`src/rtl/mini_src_control_unit.sv`:
```
// mini_src_control_unit: hardwired Moore sequencer (T0..T7 + HALT) driving the Mini SRC datapath strobes.
// Optional CU_MEM_WAIT_EN adds mem_ready; memory steps then stretch until it is high.
module mini_src_control_unit #(
  parameter int unsigned LINK_REG = 15,
  parameter logic [4:0]  ALU_ADD  = 5'b00011
) (
  input  logic        clk,
  input  logic        clr,
`ifdef CU_MEM_WAIT_EN
  input  logic        mem_ready,
`endif
  input  logic [31:0] IR_Data,
  input  logic        CON_out,
  input  logic        stop,
  output logic        run,
  output logic        PC_in,
  output logic        IR_in,
  output logic        Y_in,
  output logic        Z_in,
  output logic        HI_in,
  output logic        LO_in,
  output logic        MAR_in,
  output logic        MDR_in,
  output logic        OutPort_in,
  output logic        IncPC,
  output logic        CON_in,
  output logic        PC_out,
  output logic        Zhigh_out,
  output logic        Zlow_out,
  output logic        HI_out,
  output logic        LO_out,
  output logic        MDR_out,
  output logic        InPort_out,
  output logic        C_out,
  output logic        Read,
  output logic        Write,
  output logic        Gra,
  output logic        Grb,
  output logic        Grc,
  output logic        Rin,
  output logic        Rout,
  output logic        BAout,
  output logic [4:0]  alu_instruction_bits,
  output logic [15:0] RX_in_man
);
  typedef enum logic [2:0] {T0, T1, T2, T3, T4, T5, T6, T7} step_t;
  typedef struct packed {
    logic pc_in, ir_in, y_in, z_in, hi_in, lo_in, mar_in, mdr_in, outport_in, incpc, con_in;
    logic pc_out, zhigh_out, zlow_out, hi_out, lo_out, mdr_out, inport_out, c_out;
    logic read, write, gra, grb, grc, rin, rout, baout;
    logic [4:0]  alu;
    logic [15:0] rx;
  } ctl_t;

  step_t      step_q, step_d;
  logic       halt_q, halt_d;
  logic       last, hold, imm;
  ctl_t       c, g;
  logic [4:0] op;
  logic       unused_ir;

  assign op        = IR_Data[31:27];
  assign unused_ir = ^IR_Data[26:0];
  assign imm       = op >= 5'd12;

  always_comb begin
    c    = '0;
    last = 1'b0;
    case (step_q)
      T0: begin c.pc_out = 1'b1; c.mar_in = 1'b1; c.incpc = 1'b1; c.z_in = 1'b1; end
      T1: begin c.zlow_out = 1'b1; c.pc_in = 1'b1; c.read = 1'b1; c.mdr_in = 1'b1; end
      T2: begin c.mdr_out = 1'b1; c.ir_in = 1'b1; last = op == 5'd26 || op[4:2] == 3'b111; end
      default:
        if (op <= 5'd2) begin
          if (step_q == T3) begin c.grb = 1'b1; c.baout = 1'b1; c.y_in = 1'b1; end
          if (step_q == T4) begin c.c_out = 1'b1; c.alu = ALU_ADD; c.z_in = 1'b1; end
          if (step_q == T5) begin
            c.zlow_out = 1'b1;
            c.gra      = op == 5'd1;
            c.rin      = op == 5'd1;
            c.mar_in   = op != 5'd1;
            last       = op == 5'd1;
          end
          if (step_q == T6) begin c.read = op == 5'd0; c.gra = op == 5'd2; c.rout = op == 5'd2; c.mdr_in = 1'b1; end
          if (step_q == T7) begin
            c.mdr_out = op == 5'd0;
            c.gra     = op == 5'd0;
            c.rin     = op == 5'd0;
            c.write   = op == 5'd2;
            last      = 1'b1;
          end
        end else if (op <= 5'd14) begin
          if (step_q == T3) begin c.grb = 1'b1; c.rout = 1'b1; c.y_in = 1'b1; end
          if (step_q == T4) begin
            c.grc   = !imm;
            c.rout  = !imm;
            c.c_out = imm;
            c.alu   = !imm ? op : op == 5'd12 ? 5'b00011 : op == 5'd13 ? 5'b00101 : 5'b00110;
            c.z_in  = 1'b1;
          end
          if (step_q == T5) begin c.zlow_out = 1'b1; c.gra = 1'b1; c.rin = 1'b1; last = 1'b1; end
        end else if (op <= 5'd16) begin
          if (step_q == T3) begin c.gra = 1'b1; c.rout = 1'b1; c.y_in = 1'b1; end
          if (step_q == T4) begin c.grb = 1'b1; c.rout = 1'b1; c.alu = op; c.z_in = 1'b1; end
          if (step_q == T5) begin c.zlow_out = 1'b1; c.lo_in = 1'b1; end
          if (step_q == T6) begin c.zhigh_out = 1'b1; c.hi_in = 1'b1; last = 1'b1; end
        end else if (op <= 5'd18) begin
          if (step_q == T3) begin c.grb = 1'b1; c.rout = 1'b1; c.alu = op; c.z_in = 1'b1; end
          if (step_q == T4) begin c.zlow_out = 1'b1; c.gra = 1'b1; c.rin = 1'b1; last = 1'b1; end
        end else if (op == 5'd19) begin
          if (step_q == T3) begin c.gra = 1'b1; c.rout = 1'b1; c.con_in = 1'b1; end
          if (step_q == T4) begin c.pc_out = 1'b1; c.y_in = 1'b1; end
          if (step_q == T5) begin c.c_out = 1'b1; c.alu = ALU_ADD; c.z_in = 1'b1; end
          if (step_q == T6) begin c.zlow_out = CON_out; c.pc_in = CON_out; last = 1'b1; end
        end else if (op == 5'd21) begin
          if (step_q == T3) begin c.pc_out = 1'b1; c.rx = 16'd1 << LINK_REG; end
          if (step_q == T4) begin c.gra = 1'b1; c.rout = 1'b1; c.pc_in = 1'b1; last = 1'b1; end
        end else if (op <= 5'd25) begin
          c.gra        = 1'b1;
          c.rout       = op == 5'd20 || op == 5'd23;
          c.rin        = !(op == 5'd20 || op == 5'd23);
          c.pc_in      = op == 5'd20;
          c.inport_out = op == 5'd22;
          c.outport_in = op == 5'd23;
          c.hi_out     = op == 5'd24;
          c.lo_out     = op == 5'd25;
          last         = 1'b1;
        end else begin
          last = 1'b1;
        end
    endcase
  end

  always_comb begin
    hold = 1'b0;
`ifdef CU_MEM_WAIT_EN
    hold = (c.read | c.write) & ~mem_ready;
`endif
    step_d = hold ? step_q : last ? T0 : step_t'(step_q + 3'd1);
    halt_d = ~hold & last & (stop | (op == 5'd27 && step_q == T3));
  end

  always_ff @(posedge clk) begin
    if (clr) begin
      step_q <= T0;
      halt_q <= 1'b0;
    end else if (!halt_q) begin
      step_q <= step_d;
      halt_q <= halt_d;
    end
  end

  assign g   = (clr || halt_q) ? '0 : c;
  assign run = clr | ~halt_q;
  assign {PC_in, IR_in, Y_in, Z_in, HI_in, LO_in, MAR_in, MDR_in, OutPort_in, IncPC, CON_in,
          PC_out, Zhigh_out, Zlow_out, HI_out, LO_out, MDR_out, InPort_out, C_out,
          Read, Write, Gra, Grb, Grc, Rin, Rout, BAout, alu_instruction_bits, RX_in_man} = g;
endmodule

```
`config.mk`:
```
export PLATFORM = sky130hd
export DESIGN_NAME = mini_src_control_unit
export DESIGN_NICKNAME = d
export VERILOG_FILES = /design/src/rtl/mini_src_control_unit.sv
export SDC_FILE = /design/constraint.sdc
export NUM_CORES = 1
export LEC_CHECK = 0
export ABC_AREA = 1
export BUFFER_PORTS_ARGS = -buffer_cell sky130_fd_sc_hd__buf_2
export CORE_MARGIN = 2
export CORE_UTILIZATION = 30
export CTS_CLUSTER_DIAMETER = 30
export DETAILED_ROUTE_END_ITERATION = 10
export PLACE_DENSITY = 0.67
export SLEW_MARGIN = 5
export SYNTH_ARGS = -nofsm -noshare
export SYNTH_HDL_FRONTEND = slang
export SYNTH_SLANG_ARGS = --single-unit
```
`constraint.sdc`:
```
create_clock -name clk -period 1.4 [get_ports clk]
set_input_delay 0.07 -clock clk [delete_from_list [all_inputs] [get_ports clk]]
set_output_delay 0.07 -clock clk [all_outputs]
set_load 0.005 [all_outputs]
```
==> results.sh, run 1 <==
export IMPL_cp_max_fo=5
export IMPL_total_leakage_power_nw=1.46
export IMPL_setup_viol=37
export IMPL_rsz0062_at_grt="yes"
export IMPL_syn_area_per_cell_sq_um=5.57
export IMPL_drc=0
export IMPL_ios=85
export IMPL_track_usage=0.228
export IMPL_maxCapViolations=0
export IMPL_violations="negative setup slack"
export IMPL_wl_per_cell_um=15.7
export IMPL_synth_area_leader_cell="nand2_1"
export IMPL_endpoint_kind="output pin"
export IMPL_num_nets_final=429
export IMPL_antenna_cells=0
export IMPL_die_x_um=71.0
export IMPL_crit_type="reg2out"
export IMPL_ys_ff_latch=4
export IMPL_critPathRequiredTime_ns=1.33
export IMPL_fin_crit_sh=1.40
export IMPL_cts_made_buffers=3
export IMPL_syn_instance_count=242
export IMPL_core_area_sq_um=4350
export IMPL_clkTransAtPathRegs_ns=0.03
export IMPL_finalWirelength_um=6850
export IMPL_portBuffers=42
export IMPL_ys_types=35
export IMPL_synth_top_area_frac=0.159
export IMPL_worst_ep_arrival_time_ns=1.89
export IMPL_root_buffer="clkbuf_8"
export IMPL_dp_hpwl_um=4560
export IMPL_vias_per_cell=5.12
export IMPL_synth_area_sq_um=1350
export IMPL_ys_top_cells_by_area="nand2_1 (16%), buf_4 (8.9%), inv_1 (8.1%)"
export IMPL_start_util=0.309
export IMPL_firstDrtPassIters=4
export IMPL_die_area_sq_um=5040
export IMPL_cts_sinks=4
export IMPL_skew_ns=0.00399
export IMPL_grt_max_degree=9
export IMPL_clk_latency_ns=0.22
export IMPL_hold_viol=0
export IMPL_vdd_drop_max_uv=510
export IMPL_cts_buffer_depth=2
export IMPL_fmax_mhz=511
export IMPL_startpoint_type="flip-flop"
export IMPL_worstHoldPathType="in2reg"
export IMPL_drive_gt1_frac=0.647
export IMPL_dp_cells=413
export IMPL_fin_area_sq_um=2820
export IMPL_dp_slack_ns=-0.226
export IMPL_power_density_nw_per_um2=1100
export IMPL_rows=24
export IMPL_slew_violations=0
export IMPL_fin_util=0.648
export IMPL_overflow=0
export IMPL_yosys_warnings=0
export IMPL_status="complete, but fails checks"
export IMPL_grt_antenna_before_repair=0
export IMPL_h_tree_depth=1
export IMPL_ys_seq_area_frac=0.0594
export IMPL_grt_pass1_vias=2045
export IMPL_globalplace_congestion=0.996
export IMPL_cts_tree="built"
export IMPL_grt_pass1_wl_um=9300
export IMPL_syn_to_final_growth_pct=109
export IMPL_ant_nets=0
export IMPL_holdWs_ns=0.156
export IMPL_timing_final_ws_setup_ns=-0.558
export IMPL_finalCriticalPeriod_ns=1.96
export IMPL_die_h_um=71.0
export IMPL_routed_via_count=2236
export IMPL_placed_area_sq_um=2190
export IMPL_drtIter0Drc=118
export IMPL_finalNonFillerCells=437
[flip-flops by register name, summed over array words and instances, names as in the netlist]
| name | cells |
|---|---|
| halt_q | 1 |
| step_q | 3 |
[per-stage QoR]
| stage | setup TNS, ns | total power [mW] |
|---|---|---|
| floorplan | -0.357 | 1.01 |
| global placement | -4.28 | 1.70 |
| detailed placement | -5.00 | 1.71 |
| CTS | -11.57 | 2.47 |
| global route | -16.81 | 3.23 |
| finish | -14.76 | 3.09 |
[worst max-delay path: stages, from the launching register on]
cell and delay (ns):
dfxtp_2 0.34, inv_2 0.10, buf_6 0.11, ha_4 0.16, nand2_8 0.08, inv_8 0.08
nor2_2 0.05, or2_4 0.25, nand2_2 0.08, o21ai_2 0.06, nor3_2 0.21, buf_2 0.15
[layout make-up]
type,instances,area (sq um)
clock buffer,3,41.3
fill,368,1530
inverter,37,159
multi-input combinational,195,1380
sequential,4,86.3
tap,52,65.1
timing repair buffer,146,1090
[layer usage]
layer / global-route usage / up-vias / wire length, um / part of all wire
li1: - / 1057 / - / -
met1: 0.281 / 1005 / 2650 / 0.39
met2: 0.402 / 150 / 3490 / 0.51
met3: 0.0342 / 24 / 514 / 0.075
met4: 0.0797 / 0 / 204 / 0.030
met5: 0 / - / 0 / 0
[power breakdown]
group          internal (mW)  switching (mW)
sequential             0.158          0.0591
combinational           1.31            1.31
clock                  0.184          0.0648
[path summary, 6_finish.rpt]
check / start / cells after the start / to / slack [ns]
setup reg to reg: step_q[0]$_SDFFE_PP0N_ / 16 / halt_q$_SDFF_PP0_ / -0.44
setup / recovery: step_q[1]$_SDFFE_PP0N_ / 11 / Grb / -0.56
hold / removal: clr / 4 / halt_q$_SDFF_PP0_ / 0.16
hold reg to reg: step_q[1]$_SDFFE_PP0N_ / 2 / step_q[1]$_SDFFE_PP0N_ / 0.51
[Yosys cell counts, drive strengths merged]
cell and instances:
buf 20, o31ai 2, a31o 1, a221oi 1, a2111oi 1, conb 1
inv 37, nand2 64, a31oi 3, ha 6, dfxtp 4, nand3b 2
nand3 20, nand4 4, nor4 3, o2111ai 1, nor2 31, nor3 6
o21ai 18, o211ai 2, or2 1, a21oi 13, a211oi 1
[cell usage in the layout (no fill, tap or decap), drive strengths merged]
cell,Yosys,routed
buf,20,146
nand2,64,64
inv,37,36
nor2,31,31
nand3,20,20
o21ai,18,18
conb,1,15
a21oi,13,13
nor3,6,6
ha,6,6
nand4,4,4
dfxtp,4,4
a31oi,3,3
nor4,3,3
clkbuf,0,3
o211ai,2,2
nand3b,2,2
o31ai,2,2
clkinv,0,1
a2111oi,1,1
o2111ai,1,1
or2,1,1
a221oi,1,1
a211oi,1,1
a31o,1,1
[repair_timing]
action / in CTS / in global routing
pin swaps: 14 / 40
setup endpoints to repair: 37 / 37
buffers inserted: 13 / 12
resized for setup: 54 / 61
hold buffers: 0 / 0
[logic make-up after synthesis]
group	Yosys count	share of synthesized area
AOI/OAI and AO/OA	43	0.199
adders and majority gates	6	0.0557
buffers and inverters	57	0.221
DFF	4	0.0594
other	1	0.00278
and+or+nand+nor	131	0.462
Power figures use the tool's default switching activity.
==> run 2: changes to the inputs <==
Settings changed: PLACE_DENSITY 0.67 to unset, PLACE_DENSITY_LB_ADDON set to 0.25.
==> results.sh, run 2 (synthesis results as in run 1) <==
export IMPL_status="complete, but fails checks"
export IMPL_violations="negative setup slack"
export IMPL_rr_startpoint="step_q[1]$_SDFFE_PP0N_"
export IMPL_cts_made_buffers=3
export IMPL_start_util=0.309
export IMPL_grt_met3_usage=0.0370
export IMPL_use_met1=0.324
export IMPL_cp_max_fo=4
export IMPL_drive_gt1_frac=0.626
export IMPL_vias_per_cell=5.08
export IMPL_top_register="step_q"
export IMPL_worst_ep_arrival_time_ns=1.81
export IMPL_endpoint_kind="output pin"
export IMPL_final_setup_tns_ns=-11.98
export IMPL_hold_viol=0
export IMPL_holdWs_ns=0.141
export IMPL_r2r_end="halt_q$_SDFF_PP0_"
export IMPL_dp_cells=407
export IMPL_total_leakage_power_nw=1.39
export IMPL_cts_sinks=4
export IMPL_rows=24
export IMPL_timing_final_ws_setup_ns=-0.480
export IMPL_slew_headroom=0.501
export IMPL_startpoint_type="flip-flop"
export IMPL_firstDrtPassIters=4
export IMPL_antenna_cells=0
export IMPL_endpoint="alu_instruction_bits[2]"
export IMPL_rr_worst_depth=16
export IMPL_cts_hold_buffers=0
export IMPL_worst_r2r_setup_slack_ns=-0.36
export IMPL_clkTransAtPathRegs_ns=0.03
export IMPL_power_density_nw_per_um2=1080
export IMPL_wl_per_cell_um=15.0
export IMPL_rsz0062_at_grt="yes"
export IMPL_drtIter0Drc=140
export IMPL_skew_ns=0.00172
export IMPL_grt_pass1_vias=2025
export IMPL_clk_latency_ns=0.22
export IMPL_syn_to_final_growth_pct=102
export IMPL_tightest_slew_ns=0.749
export IMPL_die_x_um=71.0
export IMPL_maxCapViolations=0
export IMPL_track_usage=0.244
export IMPL_num_nets_final=418
export IMPL_dp_slack_ns=-0.260
export IMPL_final_cell_mix="buf_4 (80), nand2_1 (52), buf_2 (42)"
export IMPL_slew_violations=0
export IMPL_finalNonFillerCells=426
export IMPL_die_h_um=71.0
export IMPL_setup_viol=37
export IMPL_worstHoldPathType="in2reg"
export IMPL_die_area_sq_um=5040
export IMPL_crit_path_start="step_q[1]$_SDFFE_PP0N_"
export IMPL_grt_max_degree=14
export IMPL_vdd_drop_max_uv=528
export IMPL_fillers=374
export IMPL_portBuffers=42
export IMPL_drc=0
export IMPL_core_area_sq_um=4350
export IMPL_largest_reg_flops=3
export IMPL_top_regs="step_q x3, halt_q x1"
export IMPL_finalWirelength_um=6400
export IMPL_grt_antenna_before_repair=0
export IMPL_fin_crit_sh=1.34
export IMPL_root_buffer="clkbuf_8"
export IMPL_dp_hpwl_um=4450
export IMPL_cts_buffer_depth=2
export IMPL_overflow=0
export IMPL_busiest_layer="met2"
export IMPL_grt_pass1_wl_um=9780
export IMPL_ios=85
export IMPL_crit_type="reg2out"
export IMPL_fmax_mhz=532
export IMPL_finalCriticalPeriod_ns=1.88
export IMPL_mostFrequentLayoutCell="buf_4"
export IMPL_cts_tree="built"
export IMPL_critPathRequiredTime_ns=1.33
export IMPL_h_tree_depth=1
export IMPL_ant_nets=0
export IMPL_routed_via_count=2163
export IMPL_globalplace_congestion=0.968
export IMPL_grtUsageMet2=0.405
## run 2: final cells by class
cell class	count	area (sq um)	share of cell area
Timing Repair Buffer	135	957	0.352
Sequential cell	4	88.8	0.0326
Clock buffer	3	41.3	0.0152
Inverter	37	156	0.0575
Tap cell	52	65.1	0.0239
Multi-Input combinational cell	195	1410	0.519
## run 2: timing repair
action | CTS | global route
setup buffers | 10 | 11
setup endpoints to repair | 37 | 37
gates resized for setup | 50 | 55
hold endpoints to repair | 0 | 0
pin swaps | 17 | 17
## run 2: metal layers
metal	up-vias	share of wire
met5	-	0
met4	0	0.028
met3	21	0.064
met2	111	0.49
met1	1003	0.42
li1	1028	-
## run 2: how the worst min path moves through the flow
stage	start	to	cells past startpoint
finish	clr	halt_q$_SDFF_PP0_	4
CTS	clr	halt_q$_SDFF_PP0_	4
global route	clr	halt_q$_SDFF_PP0_	4
floorplan	IR_Data[30]	alu_instruction_bits[3]	2
detailed placement	clr	halt_q$_SDFF_PP0_	4
global placement	clr	halt_q$_SDFF_PP0_	4
## run 2: critical path: stages (launching register included)
cell	delay, ns
dfxtp_4	0.36
inv_4	0.05
ha_4	0.17
o21ai_4	0.14
inv_2	0.07
nor2_4	0.14
inv_4	0.08
nor2_4	0.16
nand4_1	0.14
a21oi_2	0.14
buf_2	0.12
## run 2: power by group
group	total [mW]	leakage, nW	switching, mW	internal, mW
clock network	0.255	0.0216	0.0706	0.184
registers	0.212	0.0345	0.0490	0.163
logic	2.48	1.33	1.29	1.20
total	2.95	1.39	1.41	1.54
## run 2: stage by stage
stage          area (sq um)  total power, mW  utilization
3_3_place_gp           2150             1.69        0.494
4_1_cts                2480             2.49        0.571
5_1_grt                2720             3.11        0.625
3_5_place_dp           2150             1.69        0.494
2_1_floorplan          1460             1.01            -
6_report               2720             2.95        0.625
